[src/rtl/input_conditioner_pkg.sv]
// Shared constants and helpers for the input conditioner.
// The optional toggle outputs are enabled with INPUT_CONDITIONER_TOGGLE_EN.
package input_conditioner_pkg;

    localparam int SYNC_STAGES_DEFAULT     = 2;
    localparam int DEBOUNCE_CYCLES_DEFAULT = 4;

    // Debounce counter width; a 1-cycle filter still gets a 1-bit counter.
    function automatic int cnt_width(input int cycles);
        return (cycles <= 1) ? 1 : $clog2(cycles);
    endfunction

endpackage

[src/rtl/input_conditioner_channel.sv]
// One conditioned input: synchronizer chain, optional debounce, registered edge pulses.
// INPUT_CONDITIONER_TOGGLE_EN adds a latched toggle output.
module conditioner_channel
    import input_conditioner_pkg::*;
#(
    parameter int SYNC_STAGES     = SYNC_STAGES_DEFAULT,
    parameter int DEBOUNCE_CYCLES = DEBOUNCE_CYCLES_DEFAULT,
    parameter bit DEBOUNCE_EN     = 1'b1,
    parameter bit RESET_VAL       = 1'b0
) (
    input  logic clk_i,
    input  logic reset_i,
    input  logic async_i,
    output logic level_o,
    output logic rise_o,
    output logic fall_o
`ifdef INPUT_CONDITIONER_TOGGLE_EN
    ,
    output logic toggle_o
`endif
);

    localparam int              CNT_W   = cnt_width(DEBOUNCE_CYCLES);
    localparam logic [CNT_W-1:0] CNT_MAX = CNT_W'(DEBOUNCE_CYCLES - 1);

    logic [SYNC_STAGES-1:0] sync_q, sync_d;
    logic [CNT_W-1:0]       cnt_q, cnt_d;
    logic                   stable_q, stable_d;
    logic                   rise_q, rise_d;
    logic                   fall_q, fall_d;
    logic                   sync;

    assign sync = sync_q[SYNC_STAGES-1];

    always_comb begin
        sync_d   = {sync_q[SYNC_STAGES-2:0], async_i};
        stable_d = stable_q;
        cnt_d    = '0;
        if (!DEBOUNCE_EN) begin
            stable_d = sync;
        end else if (sync != stable_q) begin
            // Accept on the DEBOUNCE_CYCLES-th consecutive mismatch; any match clears the count.
            if (cnt_q == CNT_MAX) stable_d = sync;
            else                  cnt_d    = cnt_q + 1'b1;
        end
        rise_d = stable_d & ~stable_q;
        fall_d = ~stable_d & stable_q;
    end

    always_ff @(posedge clk_i) begin
        if (reset_i) begin
            sync_q   <= {SYNC_STAGES{RESET_VAL}};
            stable_q <= RESET_VAL;
            cnt_q    <= '0;
            rise_q   <= 1'b0;
            fall_q   <= 1'b0;
        end else begin
            sync_q   <= sync_d;
            stable_q <= stable_d;
            cnt_q    <= cnt_d;
            rise_q   <= rise_d;
            fall_q   <= fall_d;
        end
    end

    assign level_o = stable_q;
    assign rise_o  = rise_q;
    assign fall_o  = fall_q;

`ifdef INPUT_CONDITIONER_TOGGLE_EN
    logic toggle_q, toggle_d;

    // Flips in the same cycle the rise pulse appears.
    always_comb toggle_d = toggle_q ^ rise_d;

    always_ff @(posedge clk_i) begin
        if (reset_i) toggle_q <= 1'b0;
        else         toggle_q <= toggle_d;
    end

    assign toggle_o = toggle_q;
`endif

endmodule

[src/rtl/input_conditioner.sv]
// Multi-channel pad input conditioner: sync, per-channel debounce, edge pulses.
// INPUT_CONDITIONER_TOGGLE_EN adds toggle_o (one latched bit per channel).
module input_conditioner
    import input_conditioner_pkg::*;
#(
    parameter int                  CHANNELS        = 6,
    parameter int                  SYNC_STAGES     = SYNC_STAGES_DEFAULT,
    parameter int                  DEBOUNCE_CYCLES = DEBOUNCE_CYCLES_DEFAULT,
    parameter logic [CHANNELS-1:0] DEBOUNCE_MASK   = {CHANNELS{1'b1}},
    parameter logic [CHANNELS-1:0] RESET_LEVEL     = {CHANNELS{1'b0}}
) (
    input  logic                clk_i,
    input  logic                reset_i,
    input  logic [CHANNELS-1:0] async_i,
    output logic [CHANNELS-1:0] level_o,
    output logic [CHANNELS-1:0] rise_o,
    output logic [CHANNELS-1:0] fall_o
`ifdef INPUT_CONDITIONER_TOGGLE_EN
    ,
    output logic [CHANNELS-1:0] toggle_o
`endif
);

    for (genvar g = 0; g < CHANNELS; g++) begin : g_ch
        conditioner_channel #(
            .SYNC_STAGES    (SYNC_STAGES),
            .DEBOUNCE_CYCLES(DEBOUNCE_CYCLES),
            .DEBOUNCE_EN    (DEBOUNCE_MASK[g]),
            .RESET_VAL      (RESET_LEVEL[g])
        ) u_ch (
            .clk_i   (clk_i),
            .reset_i (reset_i),
            .async_i (async_i[g]),
            .level_o (level_o[g]),
            .rise_o  (rise_o[g]),
            .fall_o  (fall_o[g])
`ifdef INPUT_CONDITIONER_TOGGLE_EN
            ,
            .toggle_o(toggle_o[g])
`endif
        );
    end

endmodule

[config.mk]
export PLATFORM = sky130hd
export DESIGN_NAME = input_conditioner
export DESIGN_NICKNAME = d
export VERILOG_FILES = /design/src/rtl/input_conditioner_pkg.sv /design/src/rtl/input_conditioner_channel.sv /design/src/rtl/input_conditioner.sv
export SDC_FILE = /design/constraint.sdc
export NUM_CORES = 1
export LEC_CHECK = 0
export ABC_AREA = 0
export CORE_MARGIN = 5
export CORE_UTILIZATION = 50
export CTS_CLUSTER_DIAMETER = 120
export CTS_CLUSTER_SIZE = 20
export DETAILED_ROUTE_END_ITERATION = 10
export PLACE_DENSITY = 0.81
export SYNTH_ARGS = -nofsm -noshare
export SYNTH_HDL_FRONTEND = slang
export SYNTH_SLANG_ARGS = --single-unit
[constraint.sdc]
create_clock -name clk_i -period 2.7 [get_ports clk_i]
set_input_delay 0.27 -clock clk_i [delete_from_list [all_inputs] [get_ports clk_i]]
set_output_delay 0.27 -clock clk_i [all_outputs]
set_load 0.02 [all_outputs]
==> results.py, run 1 <==
metrics = {
    "timing": {
        "fmax_mhz": 598.0,
        "maxSlewHeadroom": 0.7168,
        "setup_viol": 0,
        "rsz0062_at_grt": "no",
        "hold_viol": 0,
        "min_period_ps": 1672,
        "period_share": 0.6194,
        "report.final.slew_viol_count": 0,
        "skew_ps": 9.318,
        "tightest_slew_ps": 424.8,
        "tns_ps": 0,
        "hold_ws_ps": 449.8,
    },
    "cts": {
        "cts_buffers": 5,
        "cts_setup_buffers": 0,
        "root_buffer": "clkbuf_4",
        "htreeDepth": 2,
        "hold_buffers": 0,
        "clkLatencyLatePin_ps": 340,
        "cts.sinks": 42,
        "ctsLongestPathBuffers": 2,
        "cts.clk_slew.worst_paths_ps": 110,
        "cts-resized-gates": 0,
        "cts_tree": "yes",
    },
    "route": {
        "drtIter0Drc": 9,
        "drc": 0,
        "routed_wl_um": 2093,
        "ant_nets": 0,
        "viasPerCell": 4.772,
        "dr.pass1.iters": 2,
        "via_count": 859,
        "wl_per_cell_um": 11.63,
    },
    "setup_path": {
        "cpPeakStageDelay_ps": 640,
        "arrival_ps": 1400,
        "r2r_end": "g_ch[2].u_ch.level_o",
        "start_kind": "flop",
        "end_kind": "output pin",
        "crit_path_start": "g_ch[3].u_ch.level_o",
        "timing.rr.start": "g_ch[2].u_ch.cnt_q[0]",
        "cp_top_family": "buffers and inverters",
        "critPathKind": "flop to output pin",
        "crit_chain": "clkdlybuf4s50_1",
        "r2r_setup_slack_ps": 1660,
        "slowest_stage": "clkdlybuf4s50_1",
        "cp.depth": 1,
        "critPathRequiredTime_ps": 2430,
        "worstSetupEndpoint": "level_o[3]",
        "worst-path-buf-inv": 1,
        "crit_fanout": 5,
        "reg2regPathDepth": 3,
    },
    "yosys": {
        "synthCells": 124,
        "yosysTopAreaCell": "dfxtp_1",
        "yosysTopAreaCellShare": 0.5205,
        "ys_ff_latch": 42,
        "synth.distinct_cells": 12,
        "synth_area_per_cell_um2": 13.03,
        "synth_area_mm2": 0.001615,
        "yosysWarningCount": 0,
        "ys_seq_area_frac": 0.5205,
        "syn_nets": 138,
        "synth_area_leaders": "dfxtp_1, and4bb_2, buf_4",
    },
    "hold_path": {
        "hold_class": "flop to flop",
    },
    "grt": {
        "grt_pass1_wl_um": 3767,
        "grt_max_degree": 43,
        "grt_use_total": 0.1137,
        "grt_pass1_vias": 923,
        "overflow": 0,
        "antenna_found_initial": 0,
    },
    "die": {
        "num_io_pins": 26,
        "die-area_mm2": 0.004468,
        "die-height_um": 66.84,
        "fp.dieW_um": 66.84,
        "coreArea_mm2": 0.003078,
        "row_count": 20,
        "initial_utilization": 0.5248,
    },
    "power_and_ir_drop": {
        "ir_worst_vdd_mv": 0.3199,
        "pwr_density_cell_mw_per_mm2": 544.7,
        "p_leak_nw": 0.6468,
    },
    "cells_and_area": {
        "multi_input_area_um2": 600.6,
        "drive_gt1_frac": 0.2353,
        "regArea_um2": 840.8,
        "diodes": 0,
        "fillers": 264,
        "synthToLayoutAreaGrowth_pct": 12.32,
        "fin_nets": 149,
    },
    "run": {
        "drv_cap": 0,
    },
    "place": {
        "place_congestion": 0.6672,
        "hpwlAfterDp_um": 1432,
        "port-buffer-count": 25,
    },
    "run_status": {
        "outcome": "finished, final reports clean",
    },
}
[report_power, final]
| part | switching [mW] | internal, mW | total, mW | leakage [nW] |
|---|---|---|---|---|
| sequential | 0.00628 | 0.630 | 0.637 | 0.341 |
| combinational | 0.0160 | 0.0222 | 0.0382 | 0.270 |
| clock | 0.187 | 0.126 | 0.313 | 0.0353 |
| total | 0.209 | 0.779 | 0.988 | 0.647 |
[flip-flops by register name, summed over array words and instances (netlist names)]
name,cells
g_ch.u_ch.sync_q,12
g_ch.u_ch.rise_o,6
g_ch.u_ch.level_o,6
g_ch.u_ch.fall_o,6
g_ch.u_ch.cnt_q,12
[layout make-up]
cell class                 instances  area share
multi-input combinational         60      0.3310
sequential                        42      0.4634
timing repair buffer              26      0.1421
clock buffer                       7     0.03034
tap                               44     0.03034
clock inverter                     1    0.002759
[through the flow]
step | instance area, um^2 | power (mW) | worst slack, ps | util | instances
6_report | 1814 | 0.9881 | 1028 | 0.5894 | 180
5_1_grt | 1814 | 1.033 | 953.4 | 0.5894 | 180
4_1_cts | 1814 | 1.003 | 1007 | 0.5894 | 180
3_5_place_dp | 1754 | 0.6900 | 1176 | 0.5699 | 172
3_3_place_gp | 1754 | 0.6875 | 1198 | 0.5699 | 172
2_1_floorplan | 1615 | 0.6780 | 1783 | - | 124
[cells in the mapped netlist]
cell type / instances
buf_4: 18
mux2i_1: 6
xnor2_1: 6
nor4b_2: 6
dfxtp_1: 42
and4bb_2: 12
buf_2: 1
ha_1: 6
nor2_1: 6
nor2b_1: 12
nor4_2: 6
buf_6: 3
[kinds of logic (layout without fill, tap and decap cells)]
logic type,after synthesis,in the layout,synth area share
buf+inv,22,34,0.1077
simple gates,42,42,0.2556
fa+ha+maj,6,6,0.04647
flops,42,42,0.5205
mux,6,6,0.03718
xor+xnor,6,6,0.03253
[worst min-delay path by stage]
stage	start	end	slack, ps	cells past startpoint
floorplan	async_i[0]	g_ch[0].u_ch.sync_q[0]	400	1
global placement	g_ch[0].u_ch.sync_q[0]	g_ch[0].u_ch.sync_q[1]	420	1
detailed placement	g_ch[4].u_ch.sync_q[0]	g_ch[4].u_ch.sync_q[1]	430	1
CTS	g_ch[4].u_ch.sync_q[0]	g_ch[4].u_ch.sync_q[1]	450	1
global route	async_i[2]	g_ch[2].u_ch.sync_q[0]	450	2
finish	g_ch[1].u_ch.sync_q[0]	g_ch[1].u_ch.sync_q[1]	450	1
[routing by layer]
layer,up-vias,global-route usage,part of all wire
li1,438,-,-
met1,392,0.1254,0.46
met2,22,0.1795,0.46
met3,7,0.03879,0.052
met4,0,0.08376,0.030
met5,-,0,0
[layout by cell type (no fill, tap or decap)]
| cell | synthesis | routed |
|---|---|---|
| nor4b_2 | 6 | 6 |
| and4bb_2 | 12 | 12 |
| mux2i_1 | 6 | 6 |
| nor2_1 | 6 | 6 |
| dfxtp_1 | 42 | 42 |
| clkbuf_8 | 0 | 1 |
| clkdlybuf4s50_1 | 0 | 25 |
| ha_1 | 6 | 6 |
| clkinv_2 | 0 | 1 |
| nor2b_1 | 12 | 12 |
| buf_4 | 18 | 1 |
| clkbuf_4 | 0 | 5 |
| clkbuf_1 | 0 | 1 |
| nor4_2 | 6 | 6 |
| xnor2_1 | 6 | 6 |
No activity file was read; power rests on OpenSTA's default activity.
==> run 2: changes to the inputs <==
CORE_UTILIZATION = 47   (was 50)
PLACE_DENSITY = 0.8   (was 0.81)
clock period = 1.4 ns   (was 2.7 ns; I/O delays follow)
==> run 2 against run 1 <==
  * Flip-flop and latch count stayed put
  * Die area up 5.4%
  * Clock skew fell by 1.4 ps
  * Critical path depth unchanged
  * Global-route usage fell by 0.62 points
  * Clock power increased by 140%
  * Critical endpoint is now level_o[4]
  * Setup slack lost 890 ps
  * Largest power group unchanged
  * Largest cell class unchanged
==> results.py, run 2 (synthesis gave the netlist of run 1 again) <==
metrics = {
    "run_status": {
        "outcome": "finished, final reports clean",
    },
    "cells_and_area": {
        "fin_nets": 149,
        "instances_no_fill": 182,
        "mostFrequentLayoutCell": "dfxtp_1",
        "reg_top3": "g_ch.u_ch.cnt_q (12), g_ch.u_ch.sync_q (12)",
        "design_area_mm2": 0.001828,
        "layout_common_cells": "dfxtp_1, dlygate4sd2_1, nor2b_1, and4bb_2, clkdlybuf4s50_1",
        "diodes": 0,
        "drive_gt1_frac": 0.2426,
        "synthToLayoutAreaGrowth_pct": 13.17,
        "post-route-util": 0.5478,
    },
    "power_and_ir_drop": {
        "ir_worst_vdd_mv": 0.5336,
        "pwr_density_cell_mw_per_mm2": 1134,
        "p_leak_nw": 0.7493,
    },
    "cts": {
        "root_buffer": "clkbuf_4",
        "ctsLongestPathBuffers": 2,
        "htreeDepth": 2,
        "cts_setup_buffers": 0,
        "cts_buffers": 5,
        "hold_buffers": 0,
        "cts.sinks": 42,
        "cts.clk_slew.worst_paths_ps": 120,
        "cts_tree": "yes",
        "clkLatencyLatePin_ps": 340,
    },
    "grt": {
        "grt_pass1_wl_um": 3726,
        "grt_max_degree": 43,
        "antenna_found_initial": 0,
        "overflow": 0,
        "grt_pass1_vias": 879,
        "grt_use_total": 0.1075,
    },
    "setup_path": {
        "crit_chain": "dlygate4sd2_1",
        "critPathRequiredTime_ps": 1260,
        "slowest_stage": "dfxtp_1",
        "start_kind": "flop",
        "arrival_ps": 1120,
        "end_kind": "output pin",
        "critPathKind": "flop to output pin",
        "cpPeakStageDelay_ps": 430,
        "cp_top_family": "flip-flops",
        "crit_fanout": 5,
        "worst-path-buf-inv": 1,
    },
    "die": {
        "fp.dieW_um": 68.63,
        "die-height_um": 68.63,
        "die-area_mm2": 0.004709,
        "coreArea_mm2": 0.003337,
        "initial_utilization": 0.4841,
        "num_io_pins": 26,
        "row_count": 21,
    },
    "route": {
        "via_count": 857,
        "dr.pass1.iters": 3,
        "viasPerCell": 4.709,
        "drc": 0,
        "routed_wl_um": 2105,
        "wl_per_cell_um": 11.57,
        "ant_nets": 0,
        "drtIter0Drc": 33,
    },
    "timing": {
        "report.final.slew_viol_count": 0,
        "min_period_ps": 1261,
        "setup_viol": 0,
        "skew_ps": 7.910,
        "fmax_mhz": 793.1,
        "hold_viol": 0,
        "rsz0062_at_grt": "no",
        "tns_ps": 0,
        "period_share": 0.9006,
        "tightest_slew_ps": 294.6,
        "maxSlewHeadroom": 0.8022,
    },
    "place": {
        "port-buffer-count": 25,
        "post_dp_cell_area_mm2": 0.001769,
        "place_congestion": 0.6815,
        "hpwlAfterDp_um": 1508,
        "placed_cells": 174,
    },
    "run": {
        "drv_cap": 0,
    },
    "hold_path": {
        "hold_class": "primary input to flop",
    },
}
## run 2: power by group
group	internal, mW	switching, mW
Sequential	1.22	0.0125
Combinational	0.0466	0.0316
Clock	0.379	0.386
Total	1.64	0.430
## run 2: final timing paths
| path | start | end | slack, ps | depth (start not counted) |
|---|---|---|---|---|
| max | g_ch[4].u_ch.level_o | level_o[4] | 140 | 1 |
| min | async_i[4] | g_ch[4].u_ch.sync_q[0] | 340 | 2 |
| max reg2reg | g_ch[3].u_ch.cnt_q[0] | g_ch[3].u_ch.level_o | 370 | 3 |
| min reg2reg | g_ch[4].u_ch.sync_q[0] | g_ch[4].u_ch.sync_q[1] | 450 | 1 |
## run 2: layer usage
layer	track usage	wire [um]	share of wire
met1	0.1079	872	0.41
met2	0.1907	1062	0.50
met3	0.04376	137	0.065
met4	0.05211	33	0.016
met5	0	0	0
## run 2: through the flow
step                setup slack, ps  power (mW)  hold slack [ps]
finish                        139.1       2.072            338.3
global route                  68.13       2.160            317.9
CTS                           109.2       2.105            315.9
detailed placement            146.6       1.336            426.6
global placement              160.8       1.331            419.8
floorplan                     483.4       1.308            268.2
## run 2: final cells by class
| type | instances | area, um^2 |
|---|---|---|
| timing repair buffer | 26 | 247.7 |
| tap | 46 | 57.56 |
| clock inverter | 3 | 43.79 |
| multi-input combinational | 60 | 600.6 |
| clock buffer | 5 | 37.54 |
| sequential | 42 | 840.8 |
| fill | 321 | 1509 |
## run 2: repair_timing
| item | in CTS | in global routing |
|---|---|---|
| gates resized for setup | 18 | 0 |
| hold endpoints to repair | 0 | 0 |
| endpoints found under the setup margin | 18 | 0 |
==> variant 1 (settings of run 2) <==
The option `INPUT_CONDITIONER_TOGGLE_EN` is turned on by a define.
--- a/src/rtl/input_conditioner_channel.sv
+++ b/src/rtl/input_conditioner_channel.sv
@@ -2,2 +2,4 @@
 // INPUT_CONDITIONER_TOGGLE_EN adds a latched toggle output.
+`define INPUT_CONDITIONER_TOGGLE_EN
+
 module conditioner_channel
Function (old outputs only; new: toggle_o): kept (equiv_simple and equiv_induct, registers matched by name and starting in step).
==> variant 1 against run 2 <==
  * Setup slack got worse by 0.085 ns
  * Power increased by 8.5%
  * Synthesized area increased by 18%
  * Sequential share of layout area decreased by 1.8 points
  * Non-clock buffer count increased by 13
  * Synthesized cell count increased by 34%
  * Global-route usage increased by 0.48 points
  * Sequential cell count increased by 6
  * Cell area increased by 19%
  * Critical path depth unchanged
  * Via count increased by 29%
  * Hold slack got worse by 0.068 ns
  * Routed wire length increased by 33%
  * Register-to-register slack got worse by 0.17 ns
==> variant 1: results (changes against run 2) <==
| Metric | Value |
|---|---|
| CTS root buffer | clkbuf_8 (was clkbuf_4) |
| FILL cells | 347 (was 321) |
| Layout cell share with drive strength beyond 1 | 19.1% (was 24.3%) |
| Commonest cells in the netlist | 48 x dfxtp_1, 25 x buf_4, 13 x nor2b_1, 12 x nor2_1 (was 42 x dfxtp_1, 18 x buf_4, 12 x and4bb_2, 12 x nor2b_1) |
| Drt pass-1 iters | 4 (was 3) |
| 1st-iter DRT viols | 38 (was 33) |
| WL met2 | 1390 um (was 1060 um) |
| Pleak | 0.000932 uW (was 0.000749 uW) |
| Area contributors post-synth | dfxtp_1 50%, buf_4 9.8%, nor2b_1 4.3%, ha_1 3.9%, nor4_2 3.9% (was dfxtp_1 52%, and4bb_2 9.3%, buf_4 8.4%, nor4b_2 5.6%, ha_1 4.6%) |
| VDD IR max | 0.557 mV (was 0.534 mV) |
| WL per Instance | 12.0 um (was 11.6 um) |
| Vias in the first global route | 1028 (was 879) |
| Detailed placer's ending HPWL | 2020 um (was 1510 um) |
| Worst Tran Pin Value | 0.440 ns (was 0.295 ns) |
| Internal cell power | 1780 uW (was 1640 uW) |
| Largest delay share family, worst path | buffers and inverters (was flip-flops) |
| Largest net degree at the start of global routing | 27 (was 43) |
| Number of library cell types mapped by synthesis | 24 (was 12) |
| Clk_skew | 0.00597 ns (was 0.00791 ns) |
| Clock transition at path regs | 0.08 ns (was 0.12 ns) |
| Via density | 4.73 (was 4.71) |
| Crit-path max FO | 1 (was 5) |
| Final net count | 197 (was 149) |
| Origin of the worst setup path | g_ch[1].u_ch.rise_o$_SDFF_PP0_ (was g_ch[4].u_ch.level_o$_SDFF_PP0_) |
| Arrival @ worst endpoint | 1.21 ns (was 1.12 ns) |
| I/O Buffers | 31 (was 25) |
| CP max-delay cell | clkdlybuf4s50_1 (was dfxtp_1) |
| R2r startpoint | g_ch[2].u_ch.cnt_q[0]$_SDFF_PP0_ (was g_ch[3].u_ch.cnt_q[0]$_SDFF_PP0_) |
| First-pass GRT wire length | 4610 um (was 3730 um) |
| Met3 WL post-DR | 157 um (was 137 um) |
| Gp weighted congestion | 0.715 (was 0.682) |
| Worst reg2reg path endpoint | g_ch[2].u_ch.toggle_o$_SDFF_PP0_ (was g_ch[3].u_ch.level_o$_SDFF_PP0_) |
| Met3 GRT Util | 4.65% (was 4.38%) |
| Worst Setup EP | rise_o[1] (was level_o[4]) |
| R2R setup slack | 0.20 ns (was 0.37 ns) |
| Status | finished clean (unchanged) |
| Total GRT Usage | 11.2% (was 10.7%) |
| Max stage delay on crit path | 0.60 ns (was 0.43 ns) |
| Met1 Use GR | 12.4% (was 10.8%) |
| Worst-Skew Late Latency | 0.29 ns (was 0.34 ns) |
| GR Util met2 | 18.8% (was 19.1%) |
-- variant 1: changes by cell type in the layout (fill, tap and decap cells not counted), moves of 6 or more --
cell / delta
dlygate4sd2_1: -6
nor2_1: +6
clkdlybuf4s50_1: +8
buf_4: +8
and4bb_2: -10
dfxtp_1: +6
mux2_2: +6
-- variant 1: repair_timing --
item                       in CTS  in global routing
hold buffers                    0                  0
hold endpoints to repair        0                  0
resized for setup              12                  3
setup endpoints to repair      12                  3
-- variant 1: cell families (layout without fill, tap and decap cells) --
| logic type | count (synthesis) | in the layout | synth area share [%] |
|---|---|---|---|
| AO/OA/AOI/OAI | 5 | 5 | 1.31 |
| AND/OR/NAND/NOR | 65 | 65 | 25.5 |
| XOR/XNOR | 6 | 6 | 2.76 |
| buffers and inverters | 29 | 46 | 12.0 |
| flip-flops | 48 | 48 | 50.4 |
| multiplexers | 7 | 7 | 4.07 |
| adder cells (fa/ha/maj) | 6 | 6 | 3.94 |
-- variant 1: how the worst min path moves through the flow --
stage,cells after the start,to,start,slack [ns]
floorplan,1,g_ch[0].u_ch.sync_q[0]$_SDFF_PP0_,async_i[0],0.27
global placement,1,g_ch[1].u_ch.sync_q[1]$_SDFF_PP0_,g_ch[1].u_ch.sync_q[0]$_SDFF_PP0_,0.42
detailed placement,1,g_ch[0].u_ch.sync_q[1]$_SDFF_PP0_,g_ch[0].u_ch.sync_q[0]$_SDFF_PP0_,0.42
CTS,2,g_ch[2].u_ch.sync_q[0]$_SDFF_PP0_,reset_i,0.27
global route,2,g_ch[2].u_ch.sync_q[0]$_SDFF_PP0_,reset_i,0.28
finish,2,g_ch[2].u_ch.sync_q[0]$_SDFF_PP0_,reset_i,0.27
-- variant 1: power by group through the flow --
stage	Sequential [uW]	Clock [uW]	Combinational, uW
2_1_floorplan	1430	0	62.4
3_3_place_gp	1430	0	89.9
3_5_place_dp	1430	0	92.5
4_1_cts	1400	795	92.7
5_1_grt	1400	839	99.7
6_report	1400	759	91.1
-- variant 1: through the flow --
stage	util, %	total power, uW	hold slack, ns	instance area (um^2)	cells
final	54.8	2250	0.271	2180	233
after global routing	54.8	2340	0.284	2180	233
after CTS	54.6	2290	0.266	2170	233
after detailed placement	53.0	1520	0.423	2110	226
after global placement	53.0	1520	0.419	2110	226
after floorplan	-	1490	0.268	1910	166
-- variant 1: layout make-up --
class / count / area (um^2) / share of cell area (%)
Clock buffer: 6 / 72.6 / 3.34
Tap cell: 50 / 62.6 / 2.88
Multi-Input combinational cell: 89 / 717 / 32.9
Clock inverter: 1 / 5.00 / 0.230
Timing Repair Buffer: 39 / 358 / 16.4
Sequential cell: 48 / 961 / 44.2
-- variant 1: worst register-to-register path, cell delays in order (launching register included) --
cell and delay (ns):
dfxtp_1 0.33, ha_1 0.27, nand3b_1 0.15, mux2_2 0.34
==> variant 2 (settings of run 2) <==
Without the edit above. Register the output `level_o`, without a reset; this adds one clock of latency there. The other outputs are not delayed to match.
--- a/src/rtl/input_conditioner.sv
+++ b/src/rtl/input_conditioner.sv
@@ -23,2 +23,4 @@
 
+    logic [CHANNELS-1:0] level_d;
+
     for (genvar g = 0; g < CHANNELS; g++) begin : g_ch
@@ -33,3 +35,3 @@
             .async_i (async_i[g]),
-            .level_o (level_o[g]),
+            .level_o (level_d[g]),
             .rise_o  (rise_o[g]),
@@ -43,2 +45,6 @@
 
+    always_ff @(posedge clk_i) begin
+        level_o <= level_d;
+    end
+
 endmodule
Behaviour: not the same (Yosys sat finds a counterexample within 10 cycles, from zero or initial values and one cycle with reset_i high).
==> variant 2 against run 2 <==
  * Setup slack improved by 0.090 ns
  * Cell area increased by 6.5%
  * Clock skew decreased by 0.0064 ns
  * Power increased by 10%
  * Cell count increased by 3.3%
  * First-iteration DRC count increased by 42%
  * Critical path depth unchanged
  * Synthesized area increased by 4.6%
  * Non-clock buffer count unchanged
  * Maximum frequency increased by 7.7%
  * Sequential cell count increased by 6
  * Utilization increased by 2.2 points
  * Routed wire length increased by 5.2%
  * Highest routed layer unchanged
==> variant 2: results (changes against run 2) <==
| Metric | Value |
|---|---|
| VDD IR max | 0.698 mV (was 0.534 mV) |
| Post-Synth Adder-Cell Area | 4.44% (was 4.65%) |
| Max stage delay on crit path | 0.34 ns (was 0.43 ns) |
| ANT cells | 0 (unchanged) |
| Setup WS pre-CTS | 0.138 ns (was 0.147 ns) |
| First-pass GRT wire length | 3980 um (was 3730 um) |
| 1st-iter DRT viols | 47 (was 33) |
| Avg Inst Size Synth | 13.6 um^2 (was 13.0 um^2) |
| Clk_skew | 0.00147 ns (was 0.00791 ns) |
| Worst Tran Pin Value | 0.322 ns (was 0.295 ns) |
| Via density | 4.77 (was 4.71) |
| Placed Area | 1890 um^2 (was 1770 um^2) |
| CP max-delay cell | dlygate4sd2_1 (was dfxtp_1) |
| Vias in the first global route | 952 (was 879) |
| Worst-Skew Late Latency | 0.36 ns (was 0.34 ns) |
| Seq/Total Area, Yosys | 56.8% (was 52.1%) |
| Gp weighted congestion | 0.719 (was 0.682) |
| Layout cell share with drive strength beyond 1 | 23.2% (was 24.3%) |
| Largest delay share family, worst path | buffers and inverters (was flip-flops) |
| Post-synthesis mux area share | 3.55% (was 3.72%) |
| Total GRT Usage | 10.3% (was 10.7%) |
| Commonest cells in the netlist | 48 x dfxtp_1, 12 x and4bb_2, 12 x buf_4, 12 x nor2b_1 (was 42 x dfxtp_1, 18 x buf_4, 12 x and4bb_2, 12 x nor2b_1) |
| Status | finished clean (unchanged) |
| Final net count | 155 (was 149) |
| Pleak | 0.000793 uW (was 0.000749 uW) |
| Synth Area in XOR/XNOR | 3.11% (was 3.25%) |
| Crit-path max FO | 1 (was 5) |
| Arrival @ worst endpoint | 1.03 ns (was 1.12 ns) |
| Area contributors post-synth | dfxtp_1 57%, and4bb_2 8.9%, buf_4 5.3%, nor4b_2 5.3%, ha_1 4.4% (was dfxtp_1 52%, and4bb_2 9.3%, buf_4 8.4%, nor4b_2 5.6%, ha_1 4.6%) |
variant 2: logic make-up after synthesis:
kind of cell               count (synthesis)
DFF                                       48
and+or+nand+nor                           42
buffers and inverters                     16
xor gates and xnor gates                   6
muxes                                      6
adders and majority gates                  6
variant 2: layer usage:
layer	share of wire (%)	GRT usage (%)
met1	41	10.7
met3	7.4	4.59
met5	0	0
met4	3.3	7.66
met2	49	16.4
variant 2: repair_timing:
item / in CTS / in global routing
resized for setup: 18 / 0
setup endpoints to repair: 18 / 0
hold buffers: 0 / 0
setup buffers: 0 / 0
variant 2: power by group:
group / switching (uW) / internal (uW)
combinational: 32.0 / 46.6
clock: 430 / 372
sequential: 12.3 / 1390
variant 2: path summary, 6_finish.rpt:
kind                                             to                        startpoint  slack (ns)  depth (start not counted)
hold reg to reg                  level_o[0]$_DFF_P_   g_ch[0].u_ch.level_o$_SDFF_PP0_        0.41                          0
hold / removal    g_ch[2].u_ch.sync_q[0]$_SDFF_PP0_                        async_i[2]        0.31                          2
setup reg to reg    g_ch[1].u_ch.level_o$_SDFF_PP0_  g_ch[1].u_ch.cnt_q[0]$_SDFF_PP0_        0.37                          3
setup / recovery                         level_o[4]                level_o[4]$_DFF_P_        0.23                          1
variant 2: metrics by stage:
stage / utilization, % / power (uW) / cells
finish: 57.0 / 2280 / 188
global placement: 55.3 / 1510 / 180
global route: 57.0 / 2390 / 188
floorplan: - / 1480 / 124
detailed placement: 55.3 / 1510 / 180
CTS: 57.0 / 2310 / 188
variant 2: cell type report:
type / count / area [um^2]
clock inverter: 3 / 42.5
sequential: 48 / 961
clock buffer: 5 / 37.5
tap: 46 / 57.6
multi-input combinational: 60 / 601
fill: 297 / 1470
timing repair buffer: 26 / 248
